File: config.mk
export PLATFORM = sky130hd
export DESIGN_NAME = xuart_tx_flat
export DESIGN_NICKNAME = d
export VERILOG_FILES = /design/src/rtl/xuart_pkg.sv /design/src/rtl/xuart_if.sv /design/src/rtl/xuart_fifo.sv /design/src/rtl/xuart_tx.sv /design/src/flat_wrapper.sv
export SDC_FILE = /design/constraint.sdc
export NUM_CORES = 1
export LEC_CHECK = 0
export ABC_AREA = 1
export BUFFER_PORTS_ARGS = -buffer_cell sky130_fd_sc_hd__buf_4
export CORE_AREA = 8 8 123 125
export DETAILED_ROUTE_END_ITERATION = 8
export DIE_AREA = 0 0 131 133
export HOLD_SLACK_MARGIN = 0.03
export PLACE_DENSITY = 0.68
export RECOVER_POWER = 25
export REMOVE_ABC_BUFFERS = 1
export SLEW_MARGIN = 10
export SYNTH_ARGS = -nofsm -noshare
export SYNTH_HDL_FRONTEND = slang
export SYNTH_HIERARCHICAL = 1
export SYNTH_SLANG_ARGS = --single-unit
File: constraint.sdc
create_clock -name clk -period 3.13 [get_ports clk]
set_input_delay 0.1565 -clock clk [delete_from_list [all_inputs] [get_ports clk]]
set_output_delay 0.1565 -clock clk [all_outputs]
set_load 0.01 [all_outputs]
File: src/rtl/xuart_pkg.sv
// Shared definitions for the xuart transmitter: register offsets, STATUS/CTRL
// bit positions and the serialiser state encoding.
package xuart_pkg;

  localparam int XUART_TXDATA = 0;
  localparam int XUART_STATUS = 1;
  localparam int XUART_DIV    = 2;
  localparam int XUART_CTRL   = 3;

  localparam int ST_BUSY  = 0;
  localparam int ST_FULL  = 1;
  localparam int ST_EMPTY = 2;
  localparam int ST_OVF   = 3;

  localparam int CTRL_TXEN  = 0;
  localparam int CTRL_IRQEN = 1;

  typedef enum logic [1:0] {
    S_IDLE  = 2'd0,
    S_START = 2'd1,
    S_DATA  = 2'd2,
    S_STOP  = 2'd3
  } tx_state_e;

endpackage

File: src/rtl/xuart_if.sv
// Parallel-bus slot between the ext address decoder and the UART register file.
interface xuart_if #(
  parameter int DATA_W = 32,
  parameter int ADDR_W = 2
);
  logic              sel;
  logic              we;
  logic [ADDR_W-1:0] addr;
  logic [DATA_W-1:0] data_in;
  logic [DATA_W-1:0] data_out;

  modport master (output sel, we, addr, data_in, input data_out);
  modport slave  (input sel, we, addr, data_in, output data_out);
endinterface

File: src/rtl/xuart_fifo.sv
// Synchronous TX FIFO with a combinational head; a push while full is accepted
// only when a pop frees a slot on the same edge.
module xuart_fifo #(
  parameter int WIDTH = 8,
  parameter int DEPTH = 4
) (
  input  logic             clk,
  input  logic             rst,
  input  logic             push,
  input  logic             pop,
  input  logic [WIDTH-1:0] din,
  output logic [WIDTH-1:0] dout,
  output logic             full,
  output logic             empty
);
  localparam int AW = $clog2(DEPTH);
  localparam int CW = AW + 1;

  logic [WIDTH-1:0] mem_q [DEPTH];
  logic [AW-1:0]    wr_ptr_q, rd_ptr_q;
  logic [CW-1:0]    count_q;
  logic             do_push, do_pop;

  assign full    = (count_q == CW'(DEPTH));
  assign empty   = (count_q == '0);
  assign do_pop  = pop & ~empty;
  assign do_push = push & (~full | do_pop);
  assign dout    = mem_q[rd_ptr_q];

  always_ff @(posedge clk) begin
    if (do_push) mem_q[wr_ptr_q] <= din;
  end

  always_ff @(posedge clk) begin
    if (rst) begin
      wr_ptr_q <= '0;
      rd_ptr_q <= '0;
      count_q  <= '0;
    end else begin
      if (do_push) wr_ptr_q <= wr_ptr_q + AW'(1);
      if (do_pop)  rd_ptr_q <= rd_ptr_q + AW'(1);
      case ({do_push, do_pop})
        2'b10:   count_q <= count_q + CW'(1);
        2'b01:   count_q <= count_q - CW'(1);
        default: count_q <= count_q;
      endcase
    end
  end
endmodule

File: src/rtl/xuart_tx.sv
// Memory-mapped 8N1 UART transmitter: register file, per-frame baud counter and
// serialiser FSM. Define XUART_IRQ_EN to add the irq output and CTRL.irq_en.
module xuart_tx
  import xuart_pkg::*;
#(
  parameter int          DATA_W     = 32,
  parameter int          ADDR_W     = 2,
  parameter int          FIFO_DEPTH = 4,
  parameter logic [15:0] DIV_RST    = 16'd867
) (
  input  logic    clk,
  input  logic    rst,
  xuart_if.slave  bus,
`ifdef XUART_IRQ_EN
  output logic    irq,
`endif
  output logic    txd
);
  logic        wr_en, rd_en, push, pop, load;
  logic        fifo_full, fifo_empty, busy;
  logic [7:0]  fifo_dout;
  logic [15:0] div_q;
  logic        tx_en_q, ovf_q, irq_en;
  tx_state_e   state_q, state_d;
  logic [7:0]  shift_q, shift_d;
  logic [15:0] cnt_q, cnt_d, bdiv_q, bdiv_d;
  logic [2:0]  idx_q, idx_d;
  logic        txd_q, txd_d;
  logic [DATA_W-1:0] rdata;
  logic        unused_hi;

  assign wr_en     = bus.sel & bus.we;
  assign rd_en     = bus.sel & ~bus.we;
  assign push      = wr_en && (bus.addr == ADDR_W'(XUART_TXDATA));
  assign busy      = (state_q != S_IDLE) | ~fifo_empty;
  assign unused_hi = ^bus.data_in[DATA_W-1:16];

  xuart_fifo #(.WIDTH(8), .DEPTH(FIFO_DEPTH)) u_fifo (
    .clk   (clk),
    .rst   (rst),
    .push  (push),
    .pop   (pop),
    .din   (bus.data_in[7:0]),
    .dout  (fifo_dout),
    .full  (fifo_full),
    .empty (fifo_empty)
  );

  always_ff @(posedge clk) begin
    if (rst) begin
      div_q   <= DIV_RST;
      tx_en_q <= 1'b0;
      ovf_q   <= 1'b0;
    end else if (wr_en) begin
      case (bus.addr)
        ADDR_W'(XUART_TXDATA): if (fifo_full && !pop) ovf_q <= 1'b1;
        ADDR_W'(XUART_STATUS): ovf_q <= 1'b0;
        ADDR_W'(XUART_DIV):    div_q <= bus.data_in[15:0];
        default:               tx_en_q <= bus.data_in[CTRL_TXEN];
      endcase
    end
  end

`ifdef XUART_IRQ_EN
  logic irq_en_q, irq_q;
  assign irq_en = irq_en_q;
  assign irq    = irq_q;

  always_ff @(posedge clk) begin
    if (rst) begin
      irq_en_q <= 1'b0;
      irq_q    <= 1'b0;
    end else begin
      if (wr_en && bus.addr == ADDR_W'(XUART_CTRL)) irq_en_q <= bus.data_in[CTRL_IRQEN];
      // Fires once the line has fully drained, or on a dropped byte.
      irq_q <= irq_en_q & ((fifo_empty & (state_q == S_IDLE)) | ovf_q);
    end
  end
`else
  assign irq_en = 1'b0;
`endif

  always_comb begin
    rdata = '0;
    if (rd_en) begin
      case (bus.addr)
        ADDR_W'(XUART_STATUS): rdata[3:0]  = {ovf_q, fifo_empty, fifo_full, busy};
        ADDR_W'(XUART_DIV):    rdata[15:0] = div_q;
        ADDR_W'(XUART_CTRL):   rdata[1:0]  = {irq_en, tx_en_q};
        default:               rdata = '0;
      endcase
    end
  end
  assign bus.data_out = rdata;

  always_ff @(posedge clk) begin
    if (rst) begin
      state_q <= S_IDLE;
      shift_q <= '0;
      cnt_q   <= '0;
      bdiv_q  <= '0;
      idx_q   <= '0;
      txd_q   <= 1'b1;
    end else begin
      state_q <= state_d;
      shift_q <= shift_d;
      cnt_q   <= cnt_d;
      bdiv_q  <= bdiv_d;
      idx_q   <= idx_d;
      txd_q   <= txd_d;
    end
  end

  always_comb begin
    state_d = state_q;
    shift_d = shift_q;
    cnt_d   = cnt_q;
    bdiv_d  = bdiv_q;
    idx_d   = idx_q;
    load    = 1'b0;
    pop     = 1'b0;
    case (state_q)
      S_IDLE:  load = tx_en_q & ~fifo_empty;
      S_START: begin
        if (cnt_q == '0) begin
          state_d = S_DATA;
          cnt_d   = bdiv_q;
        end else cnt_d = cnt_q - 16'd1;
      end
      S_DATA: begin
        if (cnt_q == '0) begin
          cnt_d   = bdiv_q;
          shift_d = {1'b0, shift_q[7:1]};
          idx_d   = idx_q + 3'd1;
          if (idx_q == 3'd7) state_d = S_STOP;
        end else cnt_d = cnt_q - 16'd1;
      end
      default: begin
        if (cnt_q == '0) begin
          state_d = S_IDLE;
          load    = tx_en_q & ~fifo_empty;
        end else cnt_d = cnt_q - 16'd1;
      end
    endcase
    // DIV is sampled only here, so mid-frame DIV writes wait for the next frame.
    if (load) begin
      pop     = 1'b1;
      state_d = S_START;
      shift_d = fifo_dout;
      cnt_d   = div_q;
      bdiv_d  = div_q;
      idx_d   = '0;
    end
    case (state_d)
      S_START: txd_d = 1'b0;
      S_DATA:  txd_d = shift_d[0];
      default: txd_d = 1'b1;
    endcase
  end

  assign txd = txd_q;
endmodule

File: src/flat_wrapper.sv
// flat-port wrapper written by rule: the top's interface ports become plain ports
module xuart_tx_flat import xuart_pkg::*;
#(
  parameter int          DATA_W     = 32,
  parameter int          ADDR_W     = 2,
  parameter int          FIFO_DEPTH = 4,
  parameter logic [15:0] DIV_RST    = 16'd867
)
  (clk, rst, txd, bus_sel, bus_we, bus_addr, bus_data_in, bus_data_out);
  xuart_if #(.DATA_W(DATA_W), .ADDR_W(ADDR_W)) bus_i ();
  input  logic clk;
  input  logic rst;
  output logic txd;
  input wire logic [$bits(bus_i.sel)-1:0] bus_sel;
  input wire logic [$bits(bus_i.we)-1:0] bus_we;
  input wire logic [$bits(bus_i.addr)-1:0] bus_addr;
  input wire logic [$bits(bus_i.data_in)-1:0] bus_data_in;
  output wire logic [$bits(bus_i.data_out)-1:0] bus_data_out;
  assign bus_i.sel = bus_sel;
  assign bus_i.we = bus_we;
  assign bus_i.addr = bus_addr;
  assign bus_i.data_in = bus_data_in;
  assign bus_data_out = bus_i.data_out;
  xuart_tx #(.DATA_W(DATA_W), .ADDR_W(ADDR_W), .FIFO_DEPTH(FIFO_DEPTH), .DIV_RST(DIV_RST)) u_core (.clk(clk), .rst(rst), .bus(bus_i), .txd(txd));
endmodule
# --- Word level (Yosys, flattened, before mapping) ---
# Memories as Yosys holds them, arrays and structs flattened. A register that Yosys moved wholly into a read port is not among the register bits.
# Cells that the tools add are included.
classes:
  addsub: 6
  multipliers: 0
  div_mod_pow: 0
  magnitude_cmp: 0
  eq_ne: 14
  shifts: 0
  muxes: 28
  n_bitwise: 11
  n_reduce_logical: 21
ops:
  columns: ["op", "n"]
  rows:
  - ["16-bit two-way mux", 4]
  - ["16-bit case mux with 2 select lines", 1]
  - ["8-bit two-way mux", 3]
  - ["16-bit logical NOT", 1]
  - ["16-bit by 1-bit subtractor with 16-bit output (second input constant)", 1]
  - ["2-bit two-way mux", 7]
  - ["12-bit two-way mux", 1]
  - ["2-bit case mux with 3 select lines", 2]
  - ["2-bit == test (second input constant)", 5]
  - ["2-bit AND reduction", 5]
  - ["2-bit nonzero test", 5]
  - ["2-bit by 1-bit == test with 1-bit output (second input constant)", 4]
  - ["3-bit by 1-bit adder with 3-bit output (second input constant)", 2]
  - ["3-bit == test (second input constant)", 2]
  - ["1-bit case mux with 2 select lines", 3]
  - ["3-bit case mux with 2 select lines", 1]
  - ["1-bit bitwise AND", 5]
  - ["1-bit two-way mux", 5]
  - ["2-bit by 1-bit adder with 2-bit output (second input constant)", 2]
  - ["2-bit logical NOT", 2]
  - ["1-bit inverter", 4]
  - ["2-bit case mux with 2 select lines", 1]
  - ["2-bit OR reduction", 2]
  - ["3-bit logical NOT", 1]
  - ["9 further kinds", 11]
totals:
  ff_bits: 71
  latch_bits: 0
  ram_bits: 32
  mem_bits_ro: 0
  input_bits: 38
  out_inout_bits: 33
  word_cells: 94
  n_memories: 1
memory_table:
  columns: ["name", "depth", "width", "rd", "rd_clocked_by_memory_dff", "wr", "line_no", "source"]
  rows:
  - ["u_core.u_fifo.mem_q", 4, 8, 1, 1, 1, "xuart_fifo.sv:19", "logic [WIDTH-1:0] mem_q [DEPTH];"]

# --- Logic depth before layout (Yosys ltp) ---
logic_depth:
  ltp_word: 11
  mapped_depth: 16
  depth_no_buf: 15

# --- Cells and area by module ---
# Netlist, hierarchy kept.
modules_own_cells:
  columns: ["module", "n_inst", "cells_each", "area_each_um2", "seq_area_each_um2"]
  rows:
  - ["xuart_tx", 1, 497, 3503.4, 1281.2]
  - ["xuart_fifo", 1, 140, 1662.8, 1141.1]

# --- Least setup slack after synthesis ---
# Ideal clock, no wire load.
synth_timing:
  kind: "reg2reg"
  startpoint: "register u_core.cnt_q[0]"
  endpoint: "register u_core.u_fifo.count_q[2]"
  setup_time_ns: 0.115
  arrival_ns: 2.176
  t_required_ns: 3.015
  path_slack_ns: 0.839
  path_stages_with_launch: 16
  path_buffers: 1
  synth_period_minus_slack_ns: 2.291
  path_cell_list: "dfxtp_1 -> inv_1 -> ha_1 -> nand2_2 -> nor2_4 -> nand2_2 -> nand2_2 -> nand2_2 -> inv_2 -> buf_4 -> nand3_1 -> fa_1 -> inv_1 -> nand4_1 -> a21oi_1 -> nor2_1"
synth_via:
  elab_chain_cells: 9
  elab_cells_between_ends: 11
  classes_between: "2 x eq/ne; 4 x mux; 3 x bitwise; 2 x reduce/logical"
synth_lines:
  columns: ["item", "line_no", "source"]
  rows:
  - ["start: declaration", "xuart_tx.sv:26", "logic [15:0] cnt_q, cnt_d, bdiv_q, bdiv_d;"]
  - ["start signal: assignment", "xuart_tx.sv:107", "cnt_q <= cnt_d;"]
  - ["16-bit logical NOT *", "xuart_tx.sv:139", "if (cnt_q == '0) begin"]
  - ["1-bit two-way mux *", "xuart_tx.sv:139", null]
  - ["1-bit case mux with 2 select lines *", "xuart_tx.sv:122", "case (state_q)"]
  - ["net u_core.load", "xuart_tx.sv:19", "logic wr_en, rd_en, push, pop, load;"]
  - ["1-bit two-way mux *", "xuart_tx.sv:146", "if (load) begin"]
  - ["1-bit bitwise AND *", "xuart_fifo.sv:26", "assign do_pop = pop & ~empty;"]
  - ["1-bit OR", "xuart_fifo.sv:27", "assign do_push = push & (~full | do_pop);"]
  - ["1-bit bitwise AND", "xuart_fifo.sv:27", null]
  - ["2-bit by 1-bit == test with 1-bit output or 2-bit == test (tied branches)", "xuart_fifo.sv:42", "case ({do_push, do_pop})"]
  - ["3-bit case mux with 2 select lines or 2-bit nonzero test (tied branches)", null, null]
  - ["end signal: assignment", "xuart_fifo.sv:43", "2'b10: count_q <= count_q + CW'(1);"]
  - ["end signal: assignment", "xuart_fifo.sv:44", "2'b01: count_q <= count_q - CW'(1);"]
  - ["end signal: assignment", "xuart_fifo.sv:45", "default: count_q <= count_q;"]
  - ["end: declaration", "xuart_fifo.sv:21", "logic [CW-1:0] count_q;"]
# The timed path passes the listed nets; every way through them passes the cells marked *.
# A chain may end at the register's enable or synchronous reset.

# --- Worst setup path in the final report ---
layout_timing:
  startpoint: "register u_core.cnt_q[0]"
  endpoint: "register u_core.u_fifo.count_q[2]"
layout_via:
  elab_chain_cells: 9
  elab_cells_between_ends: 11
  classes_between: "2 x eq/ne; 4 x mux; 3 x bitwise; 2 x reduce/logical"
layout_lines:
  columns: ["item", "line_no"]
  rows:
  - ["16-bit logical NOT *", "xuart_tx.sv:139"]
  - ["1-bit two-way mux *", "xuart_tx.sv:139"]
  - ["1-bit case mux with 2 select lines *", "xuart_tx.sv:122"]
  - ["1-bit two-way mux *", "xuart_tx.sv:146"]
  - ["1-bit bitwise AND *", "xuart_fifo.sv:26"]
  - ["1-bit OR", "xuart_fifo.sv:27"]
  - ["1-bit bitwise AND", "xuart_fifo.sv:27"]
  - ["2-bit by 1-bit == test with 1-bit output or 2-bit == test (tied branches)", "xuart_fifo.sv:42"]
  - ["3-bit case mux with 2 select lines or 2-bit nonzero test (tied branches)", null]
# Every way passes the cells marked *; elsewhere a longest branch is shown, timed or not.

==> impl_metrics.csv <==
group,metric,value,unit
floorplanning,fp.dieH,133,µm
floorplanning,die_x,131,µm
power_and_ir_drop,leakagePower,0.002351,µW
sta,clock_skew,0.007358,ns
critical_path,crit_chain,"inv_1 > ha_1 > nand2_2 > nor2_4 > nand2_2 > nand2_2 > nand2_2 > inv_2 > nand3_1 > fa_1 > inv_1 > nand4_1 > a21oi_1 > nor2_1",
logic_synthesis,synth_warnings,6,
critical_path,r2r_slack,0.71,ns
critical_path,crit_fanout,5,
power_and_ir_drop,powerDensity,633.8,nW/µm²
logic_synthesis,netlist_area,5166,µm²
logic_synthesis,seq_area_frac_synth,0.4689,
status,outcome,"complete, no violations",
power_and_ir_drop,p_sw_frac,0.3388,
grt,grt_max_degree,47,
sta,setup_violations,0,
critical_path,crit_path_max_incr_delay,0.42,ns
sta,finalHoldViolations,0,
critical_path,cp-end-kind,"register",
cells_and_area,final_core_utilization,0.4471,
cells_and_area,fin_nets,734,
cells_and_area,fill_cells,1288,
cells_and_area,drive_gt1_frac,0.1085,
cts,cts_tree,"yes",
cells_and_area,final_common_cell,"nand2_1",
grt,globalRoute.totalOverflow,0,
min_path,min_path_type,"in -> reg",
logic_synthesis,ys_top_cells_by_area,"dfxtp_1 (28%), edfxtp_1 (19%), nand2_1 (8.9%), o21ai_0 (5.3%), nor2_1 (4.4%)",
cts,root_buffer,"clkbuf_16",
floorplanning,ioPinCount,71,
min_path,min_from,"bus_data_in[15]",
critical_path,rr_endpoint,"u_core/u_fifo/count_q[2]",
critical_path,path_common_cell,"nand2_2",
route,wl,11760,µm
floorplanning,fp.coreArea,13090,µm²
place,gp_congestion,0.8600,
floorplanning,start_util,0.3948,
cts,htree_num_levels,3,
power_and_ir_drop,seqPwrFrac,0.412,
logic_synthesis,synth_cell_type_count,41,
sta,rsz0062_at_grt,"no",
power_and_ir_drop,irDropWorstVdd,0.0002876,V
critical_path,crit_family,"simple AND/OR/NAND/NOR gates",
critical_path,worstPathRequired,3.38,ns
route,drt_iter0_drc,337,
floorplanning,rows,42,
critical_path,r2r_cells,14,
critical_path,r2r-start,"u_core/cnt_q[0]",
logic_synthesis,yosys.area.top_type,"dfxtp_1",
cells_and_area,num_antenna_cells,0,
place,port_buffers,38,
power_and_ir_drop,p_comb_frac,0.289,
grt,grt_pass1_wl,19330,µm
sta,timing.final.ws_setup,0.7142,ns
route,drt_pass1_iterations,5,
cts,clock_sinks,105,
critical_path,worst-path-buf-inv,3,
critical_path,critPathArrivalTime,2.67,ns
flow_run,cap_viol_max_count,0,
sta,fmax,413.9,MHz
power_and_ir_drop,p_int,2452,µW
sta,slew_violations,0,
route,ant_nets,0,
logic_synthesis,syn-instance-count,637,
sta,slew_headroom,0.2414,
min_path,hold_path_end,"u_core/div_q[15]",
place,dp_slack,0.7244,ns
critical_path,start_kind,"register",
cells_and_area,final_cell_mix,"nand2_1 (123), dfxtp_1 (73), nor2_1 (61), inv_1 (60), o21ai_0 (55)",
sta,finalSetupTns,0,ns
cts,cts.clk_slew.worst_paths,0.08,ns
sta,fin_crit_sh,0.7718,
route,avgRoutedWirePerCell,13.71,µm
place,place_hpwl,8282,µm
power_and_ir_drop,p_sw,1256,µW
floorplanning,dieArea,17420,µm²
logic_synthesis,synth_top_area_frac,0.2829,
power_and_ir_drop,clkPwrFrac,0.299,
cts,cts_buffers,9,
route,vias,4341,
min_path,min_path_cells,3,
critical_path,worstSetupPathType,"reg -> reg",
cts,cts_buffer_depth,2,
cts,cts.repair.resized,0,
route,vias_per_cell,5.059,
grt,grt_pass1_vias,4076,
cts,clkLatencyLatePin,0.35,ns
route,drcViolationCount,0,
logic_synthesis,synth_area_per_cell,8.110,µm²
cells_and_area,area_growth,13.25,%
sta,min_period,2.416,ns
sta,worst_pin_slew,1.138,ns
grt,antenna_found_initial,0,
logic_synthesis,ys_ff_latch,105,
critical_path,slowest_stage,"fa_1",
grt,grtUsageTotal,0.1382,
[how the worst max path moves through the flow]
stage / startpoint / slack (ns) / depth (start not counted) / endpoint
finish: u_core/cnt_q[0] / 0.71 / 14 / u_core/u_fifo/count_q[2]
global route: u_core/cnt_q[0] / 0.45 / 14 / u_core/u_fifo/count_q[2]
CTS: u_core/cnt_q[0] / 0.71 / 14 / u_core/u_fifo/count_q[2]
detailed placement: u_core/cnt_q[0] / 0.72 / 14 / u_core/u_fifo/count_q[2]
global placement: u_core/cnt_q[0] / 0.77 / 14 / u_core/u_fifo/count_q[2]
floorplan: u_core/cnt_q[0] / 0.34 / 14 / u_core/u_fifo/count_q[2]
[state kept, by name, indices dropped and copies added, names as in the netlist, named ones only]
signal,flops
u_core/shift_q,8
u_core/bdiv_q,16
u_core/div_q,16
u_core/u_fifo/count_q,3
u_core/u_fifo/rd_ptr_q,2
u_core/state_q,2
u_core/u_fifo/wr_ptr_q,2
u_core/ovf_q,1
u_core/u_fifo/mem_q,32
u_core/idx_q,3
u_core/cnt_q,16
u_core/txd,1
u_core/tx_en_q,1
[cell usage after synthesis]
cell type  instances
fa_1               1
edfxtp_1          32
nand4_1            4
dfxtp_1           73
nor2_4             3
inv_1             60
nand3_2            1
o21ai_1            4
buf_4             19
nand3_1           31
nand2_2           11
or2_2              1
a21boi_0           1
ha_1              18
inv_2              4
nand2_1          123
clkbuf_2           1
xnor2_1            3
a21oi_1           42
buf_6              5
nand3b_1           2
o211ai_1          13
nor4_1             1
nor2_2             3
o21ai_4            1
nor3_1             9
nor2_1            61
clkbuf_1           7
a21oi_2            3
o21ai_0           55
buf_2              8
a31oi_1           16
xor2_1             2
a221oi_1           1
buf_1              1
o22ai_1           11
o221ai_1           1
a211oi_1           1
conb_1             1
clkinv_1           2
nor3b_1            1
[metal layers]
| metal | vias to the layer above | wire length [µm] | global-route usage |
|---|---|---|---|
| met5 | - | 0 | 0 |
| met1 | 2030 | 5476 | 0.1797 |
| li1 | 2179 | - | - |
| met2 | 118 | 5351 | 0.2146 |
| met4 | 0 | 203 | 0.05041 |
| met3 | 14 | 731 | 0.03536 |
[power by group through the flow]
stage	clock, µW	sequential [µW]	combinational, µW
2_1_floorplan	0	1540	850
3_3_place_gp	0	1550	1040
3_5_place_dp	0	1560	1060
4_1_cts	1140	1530	1080
5_1_grt	1180	1540	1220
6_report	1110	1530	1070
[cell type report]
type | count | area (µm²) | area share
Sequential cell | 105 | 2422 | 0.4140
Multi-Input combinational cell | 440 | 2278 | 0.3894
Timing Repair Buffer | 55 | 385.4 | 0.06587
Inverter | 66 | 247.7 | 0.04234
Clock buffer | 9 | 225.2 | 0.03849
Tap cell | 176 | 220.2 | 0.03764
Clock inverter | 7 | 71.32 | 0.01219
[stage by stage]
step                      hold WS (ns)  cells  power (µW)  cell area, µm²
after floorplan                 0.2256    611        2392            4949
after global placement          0.3791    832        2596            5507
after detailed placement        0.3785    832        2620            5507
after CTS                      0.09942    858        3742            5903
after global routing            0.1313    858        3946            5851
final                           0.1045    858        3708            5851
[worst reg2reg max path, stage by stage, from the launching register on]
cell and delay (ns):
dfxtp_1 0.34, inv_1 0.09, ha_1 0.22, nand2_2 0.13, nor2_4 0.18, nand2_2 0.10
nand2_2 0.08, nand2_2 0.06, inv_2 0.14, nand3_1 0.17, fa_1 0.42, inv_1 0.06
nand4_1 0.11, a21oi_1 0.16, nor2_1 0.06
[kinds of logic after synthesis]
family                     after synthesis  share of synthesized area
AOI/OAI and AO/OA                      149                     0.1640
and+or+nand+nor                        251                     0.2095
adders and majority gates               19                    0.04747
buffers and inverters                  107                     0.1010
other                                    1                  0.0007259
DFF                                    105                     0.4689
xor gates and xnor gates                 5                   0.008478
[timing repair]
action	in CTS	in global routing
buffers inserted	0	0
hold buffers	10	0
endpoints found under the hold margin	30	0
(Power assumes the default switching activity.)
